[src/rtl/serial_add_sched.sv]
// Bit-serial adder shared by two round-robin requesters: one full-adder slice
// walks the captured operands LSB-first and returns a WIDTH-bit sum plus carry.
module serial_add_sched #(
   parameter int unsigned WIDTH = 8
) (
   input  logic             clk,
   input  logic             rst_n,
   input  logic             req0,
   input  logic [WIDTH-1:0] a0,
   input  logic [WIDTH-1:0] b0,
   input  logic             req1,
   input  logic [WIDTH-1:0] a1,
   input  logic [WIDTH-1:0] b1,
   output logic [1:0]       gnt,
   output logic             busy,
   output logic             done,
   output logic             done_id,
   output logic [WIDTH-1:0] result,
   output logic             cout
);

   localparam int unsigned CW = (WIDTH > 1) ? $clog2(WIDTH) : 1;

   typedef enum logic [1:0] {IDLE, RUN, DONE} state_t;

   state_t           state, nxt;
   logic [WIDTH-1:0] sa, sb, sr;
   logic             carry, last;
   logic [CW-1:0]    cnt;
   logic             go, win, bit_s, cry_s;
   logic [1:0]       gnt_c;
   logic             busy_c, done_c;

   // A request is not accepted while the done pulse is still on the outputs.
   assign go    = (req0 | req1) & ~done;
   assign win   = (req0 & req1) ? ~last : req1;
   assign bit_s = sa[0] ^ sb[0] ^ carry;
   assign cry_s = (sa[0] & sb[0]) | (sa[0] & carry) | (sb[0] & carry);

   // Next-state and registered-output decode.
   always_comb begin
      nxt    = state;
      gnt_c  = 2'b00;
      busy_c = 1'b0;
      done_c = 1'b0;
      case (state)
         IDLE: begin
            if (go) begin
               nxt    = RUN;
               gnt_c  = win ? 2'b10 : 2'b01;
               busy_c = 1'b1;
            end
         end
         RUN: begin
            busy_c = 1'b1;
            if (cnt == CW'(WIDTH - 1)) nxt = DONE;
         end
         DONE: begin
            busy_c = 1'b1;
            done_c = 1'b1;
            nxt    = IDLE;
         end
         default: nxt = IDLE;
      endcase
   end

   always_ff @(posedge clk or negedge rst_n) begin
      if (!rst_n) begin
         state <= IDLE;
         gnt   <= 2'b00;
         busy  <= 1'b0;
         done  <= 1'b0;
      end else begin
         state <= nxt;
         gnt   <= gnt_c;
         busy  <= busy_c;
         done  <= done_c;
      end
   end

   // Operand capture, serial slice and result latch.
   always_ff @(posedge clk or negedge rst_n) begin
      if (!rst_n) begin
         sa      <= '0;
         sb      <= '0;
         sr      <= '0;
         carry   <= 1'b0;
         cnt     <= '0;
         last    <= 1'b1;
         done_id <= 1'b0;
         result  <= '0;
         cout    <= 1'b0;
      end else begin
         case (state)
            IDLE: begin
               if (go) begin
                  sa      <= win ? a1 : a0;
                  sb      <= win ? b1 : b0;
                  sr      <= '0;
                  carry   <= 1'b0;
                  cnt     <= '0;
                  last    <= win;
                  done_id <= win;
               end
            end
            RUN: begin
               sa    <= sa >> 1;
               sb    <= sb >> 1;
               sr    <= (sr >> 1) | (WIDTH'(bit_s) << (WIDTH - 1));
               carry <= cry_s;
               cnt   <= cnt + CW'(1);
            end
            DONE: begin
               result <= sr;
               cout   <= carry;
            end
            default: ;
         endcase
      end
   end

endmodule

[config.mk]
export PLATFORM = sky130hd
export DESIGN_NAME = serial_add_sched
export DESIGN_NICKNAME = d
export VERILOG_FILES = /design/src/rtl/serial_add_sched.sv
export SDC_FILE = /design/constraint.sdc
export NUM_CORES = 1
export LEC_CHECK = 0
export ABC_AREA = 1
export BUFFER_PORTS_ARGS = -buffer_cell sky130_fd_sc_hd__buf_2
export CAP_MARGIN = 20
export CORE_ASPECT_RATIO = 0.8
export CORE_MARGIN = 10
export CORE_UTILIZATION = 39
export DETAILED_ROUTE_END_ITERATION = 10
export GPL_TIMING_DRIVEN = 1
export PLACE_DENSITY_LB_ADDON = 0.2
export REMOVE_ABC_BUFFERS = 1
export SLEW_MARGIN = 20
export SYNTH_ARGS = -nofsm -noshare
export SYNTH_HDL_FRONTEND = slang
export SYNTH_SLANG_ARGS = --single-unit
[constraint.sdc]
create_clock -name clk -period 1.76 [get_ports clk]
set_input_delay 0.176 -clock clk [delete_from_list [all_inputs] [get_ports clk]]
set_output_delay 0.176 -clock clk [all_outputs]
set_load 0.02 [all_outputs]
==> flow_metrics.tcl, run 1 <==
set metrics [dict create \
    switching_share_pct 38.9 \
    final_nets 348 \
    cp_num_buf_inv 2 \
    powerDensity_nw_per_um2 1610 \
    crit_fanout 11 \
    fin_worst_skew_ns 0.0106 \
    dieHeight_um 87.6 \
    fmax_ghz 0.629 \
    clock_sinks 45 \
    core-area_sq_um 5500 \
    ir_worst_vdd_uv 463 \
    yosysUniqueCellTypes 24 \
    htree_levels 2 \
    dpl_cell_area_sq_um 2570 \
    period_needed_ns 1.59 \
    rsz0062_at_grt "false" \
    synth_edf_count 0 \
    ys_ff_latch 45 \
    netlist_area_sq_um 2230 \
    rows 24 \
    power.internal_w 0.00266 \
    placed_cells 374 \
    outcome "complete, no violations" \
    yosysWarnings 0 \
    grt_start_max_net_pins 33 \
    dieArea_sq_um 9150 \
    hpwl_um 3480 \
    synth_area_leaders "dfrtp_1 49%, nand2_1 14%, nand3_1 13%, mux2_2 4.6%, ha_1 3.9%" \
    die_x_um 104 \
    grt_pass1_wl_um 8390 \
    startpoint_type "flip-flop" \
    min_period_over_period_pct 90.4 \
    hold_path.class "in2reg" \
    clockBufferDepth 2 \
    critPathRequiredTime_ns 2.00 \
    path_delay_family "simple AND/OR/NAND/NOR gates" \
    wl_per_cell_um 12.6 \
    critical-path-max-stage-delay_ns 0.41 \
    cts_tree "done" \
    clk_pin_slew_ns 0.09 \
    start_util_pct 40.5 \
    yosysMostFrequentCell "nand2_1" \
    yosysTopAreaCell "dfrtp_1" \
    initialDrtViolationCount 84 \
    drtAntennaViolNets 0 \
    syn_to_final_growth_pct 21.2 \
    finalWeightedCongestion 0.765 \
    cp_slowest_cell "dfrtp_1" \
    clk_latency_ns 0.30 \
    p_switching_w 0.00169 \
    synth_seq_area_share_pct 50.6 \
    drv_cap 0 \
    instances_no_fill 383 \
    antenna_found_initial 0 \
    grt_pass1_vias 1738 \
    tightest_slew_ns 0.344 \
    pin_count 50 \
    crit_path_end_kind "flip-flop" \
    tns_ns 0 \
    io_buffers 49 \
    root_buffer "clkbuf_8" \
    cts_inserted_buffers 5 \
    synthTopCellsByCount "85 x nand2_1, 56 x nand3_1, 44 x dfrtp_1" \
    seq_power_share_pct 38.5 \
    syn_inst 252 \
    drive_gt1_share_pct 31.1 \
    route.detailed.drc 0 \
    grt_use_total_pct 11.1 \
    arrival_ns 1.83 \
    p_leak_nw 1.48 \
    slew_viol_final 0 \
    synth-main-ff-cell "dfrtp_1" \
    totalWireLength_um 4820 \
    synth_async_sr_flop_share_pct 100 \
    pwr-share-clk_pct 18.7 \
    slew_headroom_pct 77.0 \
    via_per_inst 4.62 \
    setup_viol 0 \
    finalInstanceArea_sq_um 2700 \
    num_vias 1768 \
    path_class "reg2reg" \
    post-route-util_pct 49.1 \
    avgSynthCellArea_sq_um 8.83 \
    diodes 0 \
    drt_pass1_iterations 4 \
    grt_overflow 0 \
    crit_chain "inv_1, ha_1, or2_1, nand2_4, buf_4, nand3_1, nand2_1" \
    cts_resized 0 \
    combPwrFrac_pct 42.8 \
    synth_top_area_share_pct 49.5 \
    hold_viol 0 \
]
## power by group through the flow
| stage | combinational [W] | clock (W) | sequential, W |
|---|---|---|---|
| floorplan | 0.00122 | 0 | 0.00177 |
| global placement | 0.00187 | 0 | 0.00169 |
| detailed placement | 0.00190 | 0 | 0.00169 |
| CTS | 0.00190 | 0.000843 | 0.00168 |
| global route | 0.00214 | 0.000889 | 0.00173 |
| finish | 0.00187 | 0.000815 | 0.00168 |
## logic make-up after synthesis
group           after synthesis  share of synthesized area (%)
flops                        45                           50.6
fa+ha+maj                     8                           4.83
simple gates                161                           33.1
compound gates                5                           1.24
mux                          10                           5.00
buf+inv                      23                           5.23
## state kept, by name (all words and copies together), names as in the netlist
register  flops
result        8
sa            8
sb            8
sr            8
cnt           3
gnt           2
state         2
busy          1
carry         1
cout          1
done          1
done_id       1
last          1
## routing by layer
metal | vias up | global-route usage, % | part of all wire (%)
met3 | 7 | 2.35 | 2.6
met4 | 0 | 5.67 | 2.0
met1 | 816 | 14.2 | 51
li1 | 923 | - | -
met2 | 22 | 17.6 | 44
met5 | - | 0 | 0
## what timing repair did
action                    4_1_cts  5_1_grt
hold buffers                    1        0
buffers inserted                0        0
hold endpoints to repair       12        0
## through the flow
step | hold slack [ns] | total power [W] | setup slack (ns)
after global routing | 0.203 | 0.00476 | 0.0415
after floorplan | -0.120 | 0.00299 | -0.113
after CTS | 0.195 | 0.00442 | 0.158
after global placement | 0.106 | 0.00356 | 0.233
final | 0.195 | 0.00436 | 0.169
after detailed placement | 0.100 | 0.00359 | 0.176
## placed cells by master (no fill, tap or decap), types with 6 or more instances in the layout
cell type,n
or2_2,14
ha_1,7
nand2_1,85
buf_2,49
mux2_2,9
clkbuf_8,6
buf_4,8
inv_1,7
dfrtp_1,44
nand3_1,56
## cell type report
cell class | instances | area [sq um]
Inverter | 9 | 36.3
Sequential cell | 45 | 1130
Fill cell | 544 | 2800
Clock buffer | 6 | 82.6
Multi-Input combinational cell | 184 | 982
Timing Repair Buffer | 59 | 335
Clock inverter | 2 | 37.5
Tap cell | 78 | 97.6
## final timing paths
path | cells past startpoint | startpoint | end | slack [ns]
worst max-delay path | 7 | state[0]$_DFFE_PN0P_ | sa[6]$_DFFE_PN0P_ | 0.17
worst min-delay path | 5 | b0[3] | sb[3]$_DFFE_PN0P_ | 0.19
worst max register to register | 7 | state[0]$_DFFE_PN0P_ | sa[6]$_DFFE_PN0P_ | 0.17
worst min register to register | 2 | sb[2]$_DFFE_PN0P_ | sb[2]$_DFFE_PN0P_ | 0.48
max in group asynchronous | 3 | rst_n | last$_DFFE_PN1P_ | 0.90
min in group asynchronous | 2 | rst_n | sa[7]$_DFFE_PN0P_ | 0.31
## worst min-delay path: stages
cell and delay (ns):
buf_2 0.07, nand2_1 0.04, nand3_1 0.06, nand3_1 0.06
nand2_1 0.05
Power figures use the tool's default switching activity.
==> run 2, diff against run 1 <==
CAP_MARGIN = 5   (was 20)
clock period = 1.9 ns   (was 1.76 ns; I/O delays follow)
==> run 2 against run 1 <==
  * Global-route usage increased by 0.66 points
  * First-iteration DRC count decreased by 29%
  * Utilization decreased by 0.82 points
  * Sequential power decreased by 8%
  * Sequential share of layout area increased by 0.71 points
  * Final area decreased by 1.7%
  * Fmax decreased by 3.2%
  * Highest routed layer unchanged
  * Via count decreased by 0.62%
  * Count of clock-buffer cells in the layout increased by 2
  * Critical path depth unchanged
  * Setup slack improved by 0.088 ns
  * Clock skew decreased by 0.0054 ns
==> flow_metrics.tcl, run 2 (synthesis gave the netlist of run 1 again) <==
set metrics [dict create \
    outcome "complete, no violations" \
    mostFrequentLayoutCell "nand2_1" \
    cts_inserted_buffers 5 \
    pwr-share-clk_pct 15.5 \
    cp_slowest_cell "dfrtp_1" \
    drv_cap 0 \
    tns_ns 0 \
    seq_power_share_pct 40.3 \
    finalWeightedCongestion 0.757 \
    initialDrtViolationCount 60 \
    cts_tree "done" \
    antenna_found_initial 0 \
    powerDensity_nw_per_um2 1450 \
    p_leak_nw 1.46 \
    mostFrequentLayoutCells "85 x nand2_1, 56 x nand3_1, 49 x buf_2" \
    hpwl_um 3540 \
    drtAntennaViolNets 0 \
    hold_viol 0 \
    clockBufferDepth 2 \
    hold_ws_ns 0.212 \
    rsz0062_at_grt "false" \
    p_switching_w 0.00153 \
    layout.area.seq_sq_um 1130 \
    via_per_inst 4.61 \
    drt_pass1_iterations 4 \
    crit_fanout 27 \
    crit_chain "inv_1, ha_1, or2_1, nand2_4, inv_4, nand2_1, nand2_1" \
    ir_worst_vdd_uv 568 \
    grt_pass1_wl_um 8760 \
    totalWireLength_um 4870 \
    multiInputGateArea_sq_um 982 \
    instances_no_fill 381 \
    cts_setup_buffers 0 \
    power.internal_w 0.00232 \
    diodes 0 \
    power.total_w 0.00385 \
    start_util_pct 40.5 \
    combPwrFrac_pct 44.2 \
    drive_gt1_share_pct 30.0 \
    htree_levels 2 \
    startpoint_type "flip-flop" \
    clock_sinks 45 \
    rows 24 \
    dieHeight_um 87.6 \
    period_needed_ns 1.64 \
    place_ws_ns 0.250 \
    tightest_slew_ns 0.587 \
    die_x_um 104 \
    pin_count 50 \
    io_buffers 49 \
    path_class "reg2reg" \
    root_buffer "clkbuf_8" \
    placed_cells 372 \
    arrival_ns 1.83 \
    hold_path.class "in2reg" \
    core-area_sq_um 5500 \
    final_nets 346 \
    min_period_over_period_pct 86.5 \
    slew_headroom_pct 60.9 \
    setup_ws_ns 0.257 \
    clk_pin_slew_ns 0.08 \
    grt_use_total_pct 11.8 \
    dieArea_sq_um 9150 \
    critical-path-max-stage-delay_ns 0.41 \
    setup_viol 0 \
    n_fill_cell 528 \
    critPathRequiredTime_ns 2.09 \
    slew_viol_final 0 \
    path_delay_family "simple AND/OR/NAND/NOR gates" \
    grt_overflow 0 \
    crit_path_end_kind "flip-flop" \
    route.detailed.drc 0 \
    fmax_ghz 0.609 \
    fin_worst_skew_ns 0.00527 \
    switching_share_pct 39.8 \
    grt_start_max_net_pins 33 \
    num_vias 1757 \
    wl_per_cell_um 12.8 \
    syn_to_final_growth_pct 19.2 \
    cp_common_cell "nand2_1" \
    cp_num_buf_inv 2 \
    grt_pass1_vias 1849 \
    clk_latency_ns 0.29 \
]
run 2: area by class of cell:
type                    count  area share (%)
flip-flops and latches     45            42.5
inverters                   9            1.37
repair buffers             57            12.1
multi-input cells         184            37.0
well taps                  78            3.68
clock buffers               8            3.39
run 2: what timing repair did:
| item | 4_1_cts | 5_1_grt |
|---|---|---|
| hold buffers | 1 | 0 |
| endpoints found under the hold margin | 22 | 0 |
| gates resized for setup | 0 | 0 |
run 2: through the flow:
stage	cell area [sq um]	utilization (%)
2_1_floorplan	2150	-
3_3_place_gp	2550	46.5
3_5_place_dp	2550	46.5
4_1_cts	2650	48.3
5_1_grt	2650	48.3
6_report	2650	48.3
run 2: path summary, 6_finish.rpt:
check	start	depth (start not counted)	slack (ns)	to
min in group asynchronous	rst_n	2	0.44	sa[4]$_DFFE_PN0P_
hold reg to reg	sr[0]$_DFFE_PN0P_	2	0.47	sr[0]$_DFFE_PN0P_
hold / removal	a0[4]	5	0.21	sa[4]$_DFFE_PN0P_
max in group asynchronous	rst_n	3	0.94	sr[1]$_DFFE_PN0P_
setup reg to reg	state[1]$_DFFE_PN0P_	7	0.26	sa[0]$_DFFE_PN0P_
setup / recovery	state[1]$_DFFE_PN0P_	7	0.26	sa[0]$_DFFE_PN0P_
run 2: worst reg2reg max path: stages (launching register included):
cell	delay, ns
dfrtp_1	0.41
inv_1	0.10
ha_1	0.24
or2_1	0.27
nand2_4	0.21
inv_4	0.16
nand2_1	0.10
nand2_1	0.05
run 2: power by group through the flow:
stage	sequential [W]	clock (W)	combinational, W
6_report	0.00155	0.000598	0.00170
5_1_grt	0.00161	0.000671	0.00197
4_1_cts	0.00155	0.000623	0.00174
3_5_place_dp	0.00157	0	0.00173
3_3_place_gp	0.00157	0	0.00171
2_1_floorplan	0.00164	0	0.00113
run 2: metal layers:
layer	track usage, %	routed length, um
met2	18.3	2260
met4	4.54	55
met1	14.7	2350
met3	4.33	207
met5	0	0
==> run 3, diff against run 2 <==
CELL_PAD_IN_SITES_DETAIL_PLACEMENT = 0   (was unset)
CELL_PAD_IN_SITES_GLOBAL_PLACEMENT = 1   (was unset)
TNS_END_PERCENT = 100   (was unset)
==> run 3 against run 2 <==
  * Non-clock buffer count is 1 higher
  * First-iteration DRC count up 33%
  * Global-route usage shrank 0.40 points
  * Count of clock-buffer cells in the layout did not move
  * Clock power hardly changed
  * Routed wire length up 2.1%
  * Sequential cell count unchanged
  * Fmax is 4.0% higher
  * Hold slack lost 0.0057 ns
  * Sequential power is essentially flat
  * Largest cell class unchanged
==> flow_metrics.tcl, run 3 (synthesis gave the netlist of run 1 again) <==
set metrics [dict create \
    outcome "complete, no violations" \
    setup_viol 0 \
    grt_start_max_net_pins 46 \
    via_per_inst 4.73 \
    hold_ws_ns 0.207 \
    cp_slowest_cell "dfrtp_1" \
    io_buffers 49 \
    mostFrequentLayoutCell "nand2_1" \
    holdPathStages 5 \
    finalWeightedCongestion 0.729 \
    path_class "reg2reg" \
    grt_use_met1_pct 14.0 \
    pin_count 50 \
    mostFrequentLayoutCells "85 x nand2_1, 56 x nand3_1, 49 x buf_2" \
    powerDensity_nw_per_um2 1460 \
    hold_buffers 1 \
    reg2reg_depth 7 \
    grt_pass1_vias 1895 \
    crit_chain "inv_1, ha_1, or2_1, nand2_4, buf_4, nand3_1, nand2_1" \
    worstReg2RegEnd "sa[5]$_DFFE_PN0P_" \
    rows 24 \
    core-area_sq_um 5500 \
    wl_per_cell_um 13.0 \
    min_period_over_period_pct 83.1 \
    grt_use_total_pct 11.4 \
    totalWireLength_um 4970 \
    whs_endpoint "sa[4]$_DFFE_PN0P_" \
    cts_resized 0 \
    cp_num_buf_inv 2 \
    route.detailed.drc 0 \
    ir_worst_vdd_uv 556 \
    fmax_ghz 0.633 \
    rsz0062_at_grt "false" \
    dieArea_sq_um 9150 \
    cts_inserted_buffers 5 \
    tightest_slew_ns 0.464 \
    startpoint_type "flip-flop" \
    initialDrtViolationCount 80 \
    arrival_ns 1.81 \
    drtAntennaViolNets 0 \
    syn_to_final_growth_pct 20.1 \
    diodes 0 \
    slew_headroom_pct 69.1 \
    die_x_um 104 \
    clk_latency_ns 0.30 \
    critPathRequiredTime_ns 2.13 \
    hpwl_um 3510 \
    grt_use_met2_pct 18.4 \
    min-delay-start "a0[4]" \
    drive_gt1_share_pct 30.3 \
    p_leak_nw 1.47 \
    hold_path.class "in2reg" \
    grt.busiest_layer "met2" \
    slew_viol_final 0 \
    grtUsageMet3_pct 3.30 \
    r2r_start "state[0]$_DFFE_PN0P_" \
    final_nets 347 \
    clock_sinks 45 \
    crit_path_end_kind "flip-flop" \
    clockBufferDepth 2 \
    hold_viol 0 \
    critical-path-max-stage-delay_ns 0.40 \
    cts_setup_buffers 0 \
    drt_pass1_iterations 4 \
    n_fill_cell 560 \
    fin_worst_skew_ns 0.0116 \
    reg2reg_slack_ns 0.32 \
    htree_levels 2 \
    multiInputGateArea_sq_um 982 \
    period_needed_ns 1.58 \
    antenna_found_initial 0 \
    start_util_pct 40.5 \
    clk_pin_slew_ns 0.08 \
    crit_fanout 17 \
    root_buffer "clkbuf_8" \
    layout.area.seq_sq_um 1130 \
    num_vias 1806 \
    dieHeight_um 87.6 \
    drv_cap 0 \
    path_delay_family "simple AND/OR/NAND/NOR gates" \
    cts_tree "done" \
    tns_ns 0 \
    grt_overflow 0 \
    grt_pass1_wl_um 8620 \
]
-- run 3: worst register-to-register path, cell delays in order, from the launching register on --
cell	delay (ns)
dfrtp_1	0.40
inv_1	0.10
ha_1	0.25
or2_1	0.28
nand2_4	0.09
buf_4	0.22
nand3_1	0.10
nand2_1	0.08
-- run 3: final cells by class --
| cell class | instances | area share, % |
|---|---|---|
| multi-input cells | 184 | 36.7 |
| repair buffers | 58 | 12.7 |
| clock buffers | 8 | 3.37 |
| well taps | 78 | 3.65 |
| inverters | 9 | 1.36 |
| flip-flops and latches | 45 | 42.2 |
-- run 3: where the power goes --
group	internal (W)	switching [W]	total (W)
clock network	0.000297	0.000303	0.000600
logic	0.000699	0.00104	0.00174
registers	0.00135	0.000202	0.00155
total	0.00235	0.00155	0.00390
-- run 3: metal layers --
metal	share of wire, %	routed length, um
met4	1.6	80
met3	4.3	215
met1	49	2430
met5	0	0
met2	45	2240
-- run 3: worst max path at each step --
stage / startpoint / end / slack [ns] / depth (start not counted)
after CTS: state[0]$_DFFE_PN0P_ / sa[5]$_DFFE_PN0P_ / 0.30 / 7
after global placement: state[1]$_DFFE_PN0P_ / sb[6]$_DFFE_PN0P_ / 0.39 / 7
after global routing: state[0]$_DFFE_PN0P_ / sb[0]$_DFFE_PN0P_ / 0.20 / 7
final: state[0]$_DFFE_PN0P_ / sa[5]$_DFFE_PN0P_ / 0.32 / 7
after detailed placement: state[0]$_DFFE_PN0P_ / sb[3]$_DFFE_PN0P_ / 0.32 / 7
after floorplan: state[1]$_DFFE_PN0P_ / sa[7]$_DFFE_PN0P_ / 0.03 / 8
-- run 3: through the flow --
| step | std cells | cell area [sq um] | setup WS, ns | total power [W] | util (%) |
|---|---|---|---|---|---|
| after floorplan | 238 | 2150 | 0.0273 | 0.00277 | - |
| after global placement | 373 | 2570 | 0.390 | 0.00332 | 46.8 |
| after detailed placement | 373 | 2570 | 0.316 | 0.00336 | 46.8 |
| after CTS | 382 | 2670 | 0.301 | 0.00398 | 48.7 |
| after global routing | 382 | 2670 | 0.199 | 0.00428 | 48.7 |
| final | 382 | 2670 | 0.320 | 0.00390 | 48.7 |
